`config.mk`:
```
export PLATFORM = sky130hd
export DESIGN_NAME = highlight_window
export DESIGN_NICKNAME = d
export VERILOG_FILES = /design/src/rtl/highlight_pkg.sv /design/src/rtl/highlight_pipe_reg.sv /design/src/rtl/highlight_window.sv
export SDC_FILE = /design/constraint.sdc
export NUM_CORES = 1
export LEC_CHECK = 0
export CAP_MARGIN = 20
export CORE_MARGIN = 4
export CORE_UTILIZATION = 52
export CTS_CLUSTER_DIAMETER = 40
export CTS_CLUSTER_SIZE = 12
export DETAILED_ROUTE_END_ITERATION = 10
export MAX_ROUTING_LAYER = met4
export PLACE_DENSITY = 0.86
export SETUP_SLACK_MARGIN = 0.15
export SLEW_MARGIN = 20
export SYNTH_ARGS = -nofsm -noshare
export SYNTH_HDL_FRONTEND = slang
export SYNTH_SLANG_ARGS = --single-unit
```
`constraint.sdc`:
```
create_clock -name clk -period 4.1 [get_ports clk]
set_clock_uncertainty 0.15 [all_clocks]
set_input_delay 1.025 -clock clk [delete_from_list [all_inputs] [get_ports clk]]
set_output_delay 1.025 -clock clk [all_outputs]
set_load 0.05 [all_outputs]
```
`src/rtl/highlight_pkg.sv`:
```
// Shared constants, index-width helper and encodings for the highlight window.
package highlight_pkg;

  localparam int HL_WORD_SIZE      = 8;
  localparam int HL_NUM_BLOCKS     = 4;
  localparam int HL_BLOCK_WORDS    = 4;
  localparam int HL_NUM_LANES      = 2;
  localparam int HL_WORDS_PER_LANE = 2;

  typedef logic [HL_WORD_SIZE-1:0] hl_word_t;

  typedef enum logic {
    HL_SEL_OK  = 1'b0,
    HL_SEL_ERR = 1'b1
  } hl_err_e;

  // Selector width for an index space of n entries; never narrower than one bit.
  function automatic int hl_idx_width(input int n);
    return (n > 2) ? $clog2(n) : 1;
  endfunction

endpackage

```
`src/rtl/highlight_pipe_reg.sv`:
```
// Generic valid/ready register stage; accepts when empty or when the downstream drains it.
module highlight_pipe_reg #(
  parameter int DATA_W = 8
) (
  input  logic              clk,
  input  logic              rst_n,
  input  logic              in_valid,
  output logic              in_ready,
  input  logic [DATA_W-1:0] in_data,
  output logic              out_valid,
  input  logic              out_ready,
  output logic [DATA_W-1:0] out_data
);

  logic              valid_d, valid_q;
  logic [DATA_W-1:0] data_d,  data_q;

  assign in_ready  = !valid_q || out_ready;
  assign out_valid = valid_q;
  assign out_data  = data_q;

  // Next-state: load on accept, otherwise hold (including held data on stall)
  always_comb begin
    valid_d = valid_q;
    data_d  = data_q;
    if (in_ready) begin
      valid_d = in_valid;
      if (in_valid) begin
        data_d = in_data;
      end else begin
        data_d = data_q;
      end
    end else begin
      valid_d = valid_q;
      data_d  = data_q;
    end
  end

  // Stage state register
  always_ff @(posedge clk or negedge rst_n) begin
    if (!rst_n) begin
      valid_q <= 1'b0;
      data_q  <= '0;
    end else begin
      valid_q <= valid_d;
      data_q  <= data_d;
    end
  end

endmodule

```
`src/rtl/highlight_window.sv`:
```
// Two-stage block/word selector with valid/ready backpressure.
// Optional match compare enabled by defining HIGHLIGHT_MATCH_EN.
module highlight_window
  import highlight_pkg::*;
#(
  parameter int WORD_SIZE      = HL_WORD_SIZE,
  parameter int NUM_BLOCKS     = HL_NUM_BLOCKS,
  parameter int BLOCK_WORDS    = HL_BLOCK_WORDS,
  parameter int NUM_LANES      = HL_NUM_LANES,
  parameter int WORDS_PER_LANE = HL_WORDS_PER_LANE
) (
  input  logic                                                        clk,
  input  logic                                                        rst_n,
  input  logic [NUM_BLOCKS*BLOCK_WORDS*WORD_SIZE-1:0]                 blocks_in,
  input  logic [NUM_LANES*hl_idx_width(NUM_BLOCKS)-1:0]               block_sel_in,
  input  logic [NUM_LANES*WORDS_PER_LANE*hl_idx_width(BLOCK_WORDS)-1:0] word_sel_in,
  input  logic                                                        in_valid,
  output logic                                                        in_ready,
`ifdef HIGHLIGHT_MATCH_EN
  input  logic [WORD_SIZE-1:0]                                        match_word_in,
  output logic [NUM_LANES*WORDS_PER_LANE-1:0]                         match_hit_out,
`endif
  output logic [NUM_LANES*WORDS_PER_LANE*WORD_SIZE-1:0]               words_out,
  output logic [NUM_LANES-1:0]                                        sel_err_out,
  output logic                                                        out_valid,
  input  logic                                                        out_ready
);

  localparam int BIW      = hl_idx_width(NUM_BLOCKS);
  localparam int WIW      = hl_idx_width(BLOCK_WORDS);
  localparam int BLK_BITS = BLOCK_WORDS * WORD_SIZE;
  localparam int NSEL     = NUM_LANES * WORDS_PER_LANE;
`ifdef HIGHLIGHT_MATCH_EN
  localparam int MW = WORD_SIZE;
  localparam int HW = NSEL;
`else
  localparam int MW = 0;
  localparam int HW = 0;
`endif
  localparam int S1_W = NUM_LANES*BLK_BITS + NSEL*WIW + NUM_LANES + MW;
  localparam int S2_W = NSEL*WORD_SIZE + NUM_LANES + HW;

  logic [NUM_LANES*BLK_BITS-1:0]  blk_sel_s;
  logic [NUM_LANES-1:0]           blk_err_s;
  logic [31:0]                    bsel_s;
  logic [S1_W-1:0]                s1_in_s, s1_out_s;
  logic                           s1_valid_s, s2_ready_s;
  logic [NUM_LANES*BLK_BITS-1:0]  s1_blk_s;
  logic [NSEL*WIW-1:0]            s1_wsel_s;
  logic [NUM_LANES-1:0]           s1_err_s;
  logic [NSEL*WORD_SIZE-1:0]      words_s;
  logic [NUM_LANES-1:0]           err_s;
  logic [31:0]                    wsel_s;
  logic                           lane_err_s;
  logic [S2_W-1:0]                s2_in_s, s2_out_s;

  // Stage-1 block mux: matching compare per block, so an out-of-range index yields zeros
  always_comb begin
    blk_sel_s = '0;
    blk_err_s = '0;
    bsel_s    = 32'd0;
    for (int l = 0; l < NUM_LANES; l++) begin
      bsel_s       = 32'(block_sel_in[l*BIW +: BIW]);
      blk_err_s[l] = (bsel_s >= 32'(NUM_BLOCKS)) ? 1'(HL_SEL_ERR) : 1'(HL_SEL_OK);
      for (int b = 0; b < NUM_BLOCKS; b++) begin
        blk_sel_s[l*BLK_BITS +: BLK_BITS] |= (bsel_s == 32'(b)) ?
            blocks_in[b*BLK_BITS +: BLK_BITS] : {BLK_BITS{1'b0}};
      end
    end
  end

`ifdef HIGHLIGHT_MATCH_EN
  logic [WORD_SIZE-1:0] s1_match_s;
  logic [NSEL-1:0]      hit_s;
  assign s1_in_s = {match_word_in, blk_err_s, word_sel_in, blk_sel_s};
  assign {s1_match_s, s1_err_s, s1_wsel_s, s1_blk_s} = s1_out_s;
`else
  assign s1_in_s = {blk_err_s, word_sel_in, blk_sel_s};
  assign {s1_err_s, s1_wsel_s, s1_blk_s} = s1_out_s;
`endif

  highlight_pipe_reg #(.DATA_W(S1_W)) u_stage1 (
    .clk       (clk),
    .rst_n     (rst_n),
    .in_valid  (in_valid),
    .in_ready  (in_ready),
    .in_data   (s1_in_s),
    .out_valid (s1_valid_s),
    .out_ready (s2_ready_s),
    .out_data  (s1_out_s)
  );

  // Stage-2 word mux and per-lane error merge
  always_comb begin
    words_s    = '0;
    err_s      = '0;
    wsel_s     = 32'd0;
    lane_err_s = 1'b0;
    for (int l = 0; l < NUM_LANES; l++) begin
      lane_err_s = s1_err_s[l];
      for (int k = 0; k < WORDS_PER_LANE; k++) begin
        wsel_s     = 32'(s1_wsel_s[(l*WORDS_PER_LANE+k)*WIW +: WIW]);
        lane_err_s = lane_err_s | (wsel_s >= 32'(BLOCK_WORDS));
        for (int w = 0; w < BLOCK_WORDS; w++) begin
          words_s[(l*WORDS_PER_LANE+k)*WORD_SIZE +: WORD_SIZE] |= (wsel_s == 32'(w)) ?
              s1_blk_s[(l*BLOCK_WORDS+w)*WORD_SIZE +: WORD_SIZE] : {WORD_SIZE{1'b0}};
        end
      end
      err_s[l] = lane_err_s;
    end
  end

`ifdef HIGHLIGHT_MATCH_EN
  // Match compare is suppressed on any lane flagged in error
  always_comb begin
    hit_s = '0;
    for (int i = 0; i < NSEL; i++) begin
      hit_s[i] = (words_s[i*WORD_SIZE +: WORD_SIZE] == s1_match_s) && !err_s[i/WORDS_PER_LANE];
    end
  end
  assign s2_in_s = {hit_s, err_s, words_s};
  assign {match_hit_out, sel_err_out, words_out} = s2_out_s;
`else
  assign s2_in_s = {err_s, words_s};
  assign {sel_err_out, words_out} = s2_out_s;
`endif

  highlight_pipe_reg #(.DATA_W(S2_W)) u_stage2 (
    .clk       (clk),
    .rst_n     (rst_n),
    .in_valid  (s1_valid_s),
    .in_ready  (s2_ready_s),
    .in_data   (s2_in_s),
    .out_valid (out_valid),
    .out_ready (out_ready),
    .out_data  (s2_out_s)
  );

endmodule
```
==> run_results.csv, run 1 <==
group,metric,value,unit
die,rows,39,
timing,final.min_clock_period,3.71,ns
routing,vias,4151,
global_routing,grt_first_pass_wirelength,26200,um
critical_path,path_max_fanout,3,
timing,report.final.setup_viol,0,
timing,totalNegativeSetupSlack,0,ns
clocking,cts_htree_levels,3,
power,cellLeakagePower,3.19,nW
clocking,clkSlewWorstSetupHoldPaths,0.07,ns
global_routing,grtUsageTotal,0.255,
timing,final.hold.worst_slack,0.358,ns
power,p_sw_frac,0.360,
clocking,clk_latency,0.34,ns
global_routing,number_of_global_route_vias_before_repair,4719,
timing,slew_headroom,0.359,
power,ir_worst_vdd,0.000274,V
clocking,cts-resized-gates,0,
placement,hpwlAfterDp,12700,um
routing,vias_per_cell,6.28,
layout,proportion_of_layout_cells_with_a_drive_suffix_above_1,0.445,
clocking,bufs_on_longest_clock_path,2,
logic_synthesis,prevailing_post_synth_register_cell,"sky130_fd_sc_hd__dfrtp_1",
layout,layout.cells.most_common_list,"sky130_fd_sc_hd__clkdlybuf4s50_1 (174), sky130_fd_sc_hd__dfrtp_1 (106), sky130_fd_sc_hd__mux2_2 (104), sky130_fd_sc_hd__mux4_2 (96), sky130_fd_sc_hd__buf_4 (10)",
power,combPwrFrac,0.416,
layout,fillerInstances,757,
routing,antenna_violating_nets_post_route,0,
clocking,postCtsHoldBufs,0,
timing,grt_setup_unrepaired,"no",
logic_synthesis,synth-seq-area-share,0.422,
layout,area_delta_synth_final,33.0,%
layout,layoutNonFillerInstCount,661,
critical_path,cp_data_arrival_time,2.53,ns
clocking,clock_sinks,106,
worst_hold_path,min_delay_path_depth,1,
layout,final_net_count,656,
layout,final_common_cell,"sky130_fd_sc_hd__clkdlybuf4s50_1",
clocking,clockRootBuffer,"sky130_fd_sc_hd__clkbuf_16",
placement,routabilityCongestion,0.806,
clocking,cts_inserted_buffers,9,
placement,place.port_buffers,177,
critical_path,critPathLaunchType,"input port",
critical_path,worst_ep_required_time,2.92,ns
placement,place_inst,644,
status,outcome,"finished clean",
critical_path,timing.critical_path.to_type,"output pin",
die,starting_density_of_the_core,0.541,
power,power_switching,1.50,mW
power,p_per_area,497,nW/um2
routing,remaining_drc_errors,0,
logic_synthesis,synth.cell_area,6290,um2
timing,tightest_slew,0.961,ns
critical_path,r2r.worst_path.cells,4,
logic_synthesis,synthDistinctLibCells,13,
timing,finalHoldViolations,0,
logic_synthesis,synth_enable_flop_cells,0,
routing,wl_per_cell,25.2,um
die,top_level_ports,180,
logic_synthesis,netlist_instances,347,
clocking,tritoncts,"built",
job,cap_violations,0,
die,design.core.area,11600,um2
die,floorplan.die_area,13900,um2
power,p_seq_frac,0.378,
logic_synthesis,synth_seq_cells,106,
global_routing,globalRouteOverflowTotal,0,
power,cell_internal_pwr,2.66,mW
worst_hold_path,hold_path_class,"register to register",
power,power_frac_clock,0.206,
layout,postLayoutCoreUtil,0.720,
clocking,postCtsSetupBuffers,0,
routing,first_pass_iters,4,
global_routing,grt_antenna_before_repair,1,
logic_synthesis,yosys_warnings,0,
timing,fmax,0.270,GHz
routing,initialDrtViolationCount,333,
critical_path,critical_path_class,"input port to output pin",
logic_synthesis,avgSynthCellArea,18.1,um2
logic_synthesis,synth_async_sr_flop_share,1.00,
die,fp.dieW,118,um
die,die_h,118,um
timing,final_clock_period_utilization_by_the_worst_path,0.904,
global_routing,grt_max_degree,77,
timing,timing_max_transition_violations_final,0,
routing,detail_route.wirelength,16600,um
-- per-layer routing --
| metal | vias up | wire (um) | GRT usage | part of all wire |
|---|---|---|---|---|
| met5 | - | 0 | - | 0 |
| li1 | 1751 | - | - | - |
| met2 | 198 | 8950 | 0.438 | 0.54 |
| met3 | 12 | 1250 | 0.0634 | 0.075 |
| met4 | 0 | 206 | 0.0637 | 0.012 |
| met1 | 2190 | 6230 | 0.305 | 0.37 |
-- layout make-up --
class	instances	area (um2)	area share
multi-input combinational	208	3380	0.404
tap	143	179	0.0214
clock inverter	7	75.1	0.00898
timing repair buffer	187	1850	0.221
clock buffer	9	225	0.0269
antenna	1	2.50	0.000299
sequential	106	2650	0.317
-- critical path: stages --
cell	delay, ns
sky130_fd_sc_hd__clkdlybuf4s50_1	0.47
sky130_fd_sc_hd__nand3b_1	0.20
sky130_fd_sc_hd__clkdlybuf4s50_1	0.84
-- flip-flops by register name (all words and copies together), names as in the netlist --
register            flops
u_stage1.out_data      72
u_stage1.out_valid      1
u_stage2.out_valid      1
u_stage2.out_data      32
-- path summary, 6_finish.rpt --
path                                  startpoint                     to  slack, ns
max                                    out_ready               in_ready       0.39
min                        u_stage2.out_data[23]  u_stage2.out_data[23]       0.36
max reg2reg                   u_stage1.out_valid  u_stage1.out_data[13]       2.02
min reg2reg                u_stage2.out_data[23]  u_stage2.out_data[23]       0.36
max in group asynchronous                  rst_n   u_stage1.out_data[8]       2.25
min in group asynchronous                  rst_n  u_stage1.out_data[43]       0.68
-- cell usage after synthesis, types with 2 or more instances --
cell	instances	area share
sky130_fd_sc_hd__nand2b_1	3	0.0030
sky130_fd_sc_hd__buf_12	6	0.019
sky130_fd_sc_hd__nand2_1	2	0.0012
sky130_fd_sc_hd__buf_4	2	0.0024
sky130_fd_sc_hd__clkbuf_1	4	0.0024
sky130_fd_sc_hd__dfrtp_1	106	0.42
sky130_fd_sc_hd__mux4_2	96	0.34
sky130_fd_sc_hd__buf_1	6	0.0036
sky130_fd_sc_hd__buf_6	2	0.0036
sky130_fd_sc_hd__buf_2	14	0.011
sky130_fd_sc_hd__mux2_2	104	0.19
-- power by group through the flow --
stage	sequential [mW]	combinational, mW	clock [mW]
final	1.57	1.73	0.858
after global routing	1.61	1.80	0.925
after CTS	1.57	1.75	0.877
after detailed placement	1.59	1.74	0
after global placement	1.56	1.71	0
after floorplan	1.99	0.675	0
-- through the flow --
stage | setup WS (ns) | total power, mW | area, um2
2_1_floorplan | 1.33 | 2.67 | 6290
3_3_place_gp | 0.417 | 3.27 | 8060
3_5_place_dp | 0.398 | 3.33 | 8060
4_1_cts | 0.387 | 4.20 | 8360
5_1_grt | 0.334 | 4.34 | 8360
6_report | 0.394 | 4.16 | 8360
-- cell families after synthesis --
group / after synthesis / synth area share
muxes: 200 / 0.530
DFF: 106 / 0.422
buffers and inverters: 34 / 0.0422
and+or+nand+nor: 6 / 0.00537
other: 1 / 0.000596
Note: power is estimated with default switching activity, not from simulation.
==> inputs of run 2 (changes only) <==
Settings changed: ABC_AREA set to 1, CORE_MARGIN 4 to not set, CORE_UTILIZATION 52 to 54, MAX_ROUTING_LAYER met4 to not set, PLACE_DENSITY 0.86 to 0.87.
==> run 2 against run 1 <==
Total power decreased by 2.0%. Clock power rose by 6.3%. Cell count rose by 110%. Sequential share of layout area fell by 2.3 points. Utilization decreased by 0.96 points. Fmax rose by 2.9%. Worst hold slack worse by 0.0017 ns. Register-to-register slack gained 0.12 ns. Count of clock-buffer cells in the layout increased by 1. Critical path type unchanged. Critical endpoint unchanged. Highest routed layer unchanged.
==> run_results.csv, run 2 <==
group,metric,value,unit
clocking,cts-resized-gates,0,
global_routing,number_of_global_route_vias_before_repair,7206,
power,ir_worst_vdd,0.000238,V
logic_synthesis,synth_enable_flop_cells,0,
clocking,bufs_on_longest_clock_path,2,
critical_path,path_max_fanout,3,
routing,vias_per_cell,5.81,
power,cellLeakagePower,4.47,nW
clocking,cts_inserted_buffers,9,
die,fp.dieW,116,um
logic_synthesis,synth_async_sr_flop_share,1.00,
timing,totalNegativeSetupSlack,0,ns
routing,remaining_drc_errors,0,
layout,final_cell_area,9000,um2
logic_synthesis,synth.cell_area,7030,um2
logic_synthesis,synth.cells.most_frequent,"sky130_fd_sc_hd__nand2_1 (412), sky130_fd_sc_hd__nand3_1 (308), sky130_fd_sc_hd__dfrtp_1 (106)",
layout,antenna_cells,0,
power,power_switching,1.67,mW
placement,routabilityCongestion,0.941,
clocking,clockRootBuffer,"sky130_fd_sc_hd__clkbuf_16",
timing,final_clock_period_utilization_by_the_worst_path,0.878,
timing,finalHoldViolations,0,
logic_synthesis,synth_fa_ha_area_frac,0,
power,p_per_area,452,nW/um2
die,rows,41,
logic_synthesis,yosysTopAreaCell,"sky130_fd_sc_hd__dfrtp_1",
worst_hold_path,hold_path_class,"register to register",
layout,final_common_cell,"sky130_fd_sc_hd__nand2_1",
routing,antenna_violating_nets_post_route,0,
timing,timing_max_transition_violations_final,0,
logic_synthesis,synth.top_cells.by_area,"sky130_fd_sc_hd__dfrtp_1 (38%), sky130_fd_sc_hd__nand2_1 (22%), sky130_fd_sc_hd__nand3_1 (22%)",
clocking,tritoncts,"built",
critical_path,worst_ep_required_time,2.92,ns
clocking,clock_sinks,106,
logic_synthesis,prevailing_post_synth_register_cell,"sky130_fd_sc_hd__dfrtp_1",
placement,hpwlAfterDp,16800,um
routing,detail_route.wirelength,23300,um
clocking,postCtsSetupBuffers,0,
timing,slew_headroom,0.271,
logic_synthesis,synth_seq_cells,106,
critical_path,timing.critical_path.to_type,"output pin",
status,outcome,"finished clean",
clocking,cts_htree_levels,3,
logic_synthesis,synthDistinctLibCells,17,
layout,layout.cells.most_common_list,"sky130_fd_sc_hd__nand2_1 (412), sky130_fd_sc_hd__nand3_1 (308), sky130_fd_sc_hd__clkdlybuf4s50_1 (172), sky130_fd_sc_hd__dfrtp_1 (106), sky130_fd_sc_hd__nor2_1 (96)",
power,power_frac_clock,0.224,
timing,grt_setup_unrepaired,"no",
clocking,clkSlewWorstSetupHoldPaths,0.07,ns
global_routing,grt_first_pass_wirelength,37100,um
routing,vias,8139,
routing,first_pass_iters,5,
global_routing,globalRouteOverflowTotal,0,
layout,final_net_count,1368,
placement,place_area,8670,um2
job,cap_violations,0,
global_routing,grt_max_degree,66,
logic_synthesis,post-synth-top-area-fraction,0.377,
logic_synthesis,synthSimpleGateAreaFrac,0.497,
layout,largest_register_ffs,72,
layout,proportion_of_layout_cells_with_a_drive_suffix_above_1,0.0350,
logic_synthesis,netlist_instances,1106,
placement,place.port_buffers,177,
routing,wl_per_cell,16.7,um
timing,fmax,0.278,GHz
clocking,postCtsHoldBufs,0,
layout,postLayoutCoreUtil,0.710,
logic_synthesis,avgSynthCellArea,6.36,um2
logic_synthesis,post_synth_xor_area_fraction,0,
logic_synthesis,yosys_warnings,0,
logic_synthesis,largest_family_of_logic_cells_by_synthesized_area,"simple AND/OR/NAND/NOR gates",
die,starting_density_of_the_core,0.555,
die,top_level_ports,180,
critical_path,critical_path_class,"input port to output pin",
logic_synthesis,synth.most_common_cell,"sky130_fd_sc_hd__nand2_1",
logic_synthesis,synth-seq-area-share,0.377,
logic_synthesis,synth-compound-area-share,0.0519,
timing,tightest_slew,1.09,ns
power,cell_internal_pwr,2.40,mW
die,die_h,116,um
critical_path,critPathLaunchType,"input port",
global_routing,grtUsageTotal,0.361,
timing,report.final.setup_viol,0,
logic_synthesis,muxShareOfSynthArea,0,
routing,initialDrtViolationCount,1219,
global_routing,grt_antenna_before_repair,0,
power,p_sw_frac,0.411,
die,design.core.area,12700,um2
layout,area_delta_synth_final,28.0,%
die,floorplan.die_area,13500,um2
critical_path,cp_data_arrival_time,2.43,ns
clocking,clk_latency,0.34,ns
power,p_seq_frac,0.377,
power,combPwrFrac,0.399,
timing,final.min_clock_period,3.60,ns
## run 2: cell types whose count changed in the layout (fill, tap and decap cells not counted), sizes merged, moves of 2 or more
cell / before / now
buf: 13 / 17
o21ai: 0 / 72
nand2: 2 / 413
nor2: 0 / 101
mux2: 104 / 0
inv: 3 / 15
clkinv: 3 / 7
nand3: 0 / 309
nand2b: 3 / 0
clkdlybuf4s50: 174 / 172
mux4: 96 / 0
## run 2: path summary, 6_finish.rpt
kind / slack [ns] / start / cells past startpoint / endpoint
max: 0.50 / out_ready / 4 / in_ready
min: 0.36 / u_stage2.out_data[26] / 2 / u_stage2.out_data[26]
max reg2reg: 2.14 / u_stage1.out_data[64] / 5 / u_stage2.out_data[3]
min reg2reg: 0.36 / u_stage2.out_data[26] / 2 / u_stage2.out_data[26]
max in group asynchronous: 2.55 / rst_n / 2 / u_stage1.out_data[14]
min in group asynchronous: 0.55 / rst_n / 1 / u_stage2.out_data[21]
## run 2: power by group through the flow
stage                     clock network [mW]  registers (mW)  logic [mW]
after global placement                     0            1.54        1.59
after floorplan                            0            1.88       0.644
after global routing                   0.967            1.56        1.76
after detailed placement                   0            1.55        1.61
final                                  0.912            1.53        1.63
after CTS                              0.923            1.53        1.62
## run 2: layout make-up
class / instances / area (um2)
clock buffer: 10 / 229
clock inverter: 5 / 85.1
fill: 1088 / 3670
inverter: 20 / 75.1
multi-input combinational: 898 / 3870
sequential: 106 / 2650
tap: 172 / 215
timing repair buffer: 189 / 1870
## run 2: routing by layer
layer / part of all wire / GRT usage / up-vias
li1: - / - / 3853
met1: 0.40 / 0.502 / 3663
met2: 0.45 / 0.567 / 565
met3: 0.10 / 0.0514 / 58
met4: 0.039 / 0.156 / 0
met5: 0 / 0 / -
## run 2: logic make-up after synthesis
family / Yosys count
flip-flops: 106
buffers and inverters: 103
AND/OR/NAND/NOR: 823
AO/OA/AOI/OAI: 73
other: 1
## run 2: critical path: stages
cell and delay (ns):
sky130_fd_sc_hd__clkdlybuf4s50_1 0.45, sky130_fd_sc_hd__inv_1 0.06, sky130_fd_sc_hd__nand3_2 0.08, sky130_fd_sc_hd__clkdlybuf4s50_1 0.80
## run 2: per-stage QoR
stage / instances / setup WS, ns / total power [mW] / hold WS (ns)
2_1_floorplan: 1107 / 1.57 / 2.52 / 0.320
3_5_place_dp: 1384 / 0.497 / 3.16 / 0.343
6_report: 1400 / 0.498 / 4.07 / 0.356
3_3_place_gp: 1384 / 0.522 / 3.12 / 0.338
4_1_cts: 1399 / 0.495 / 4.07 / 0.360
5_1_grt: 1400 / 0.429 / 4.28 / 0.385
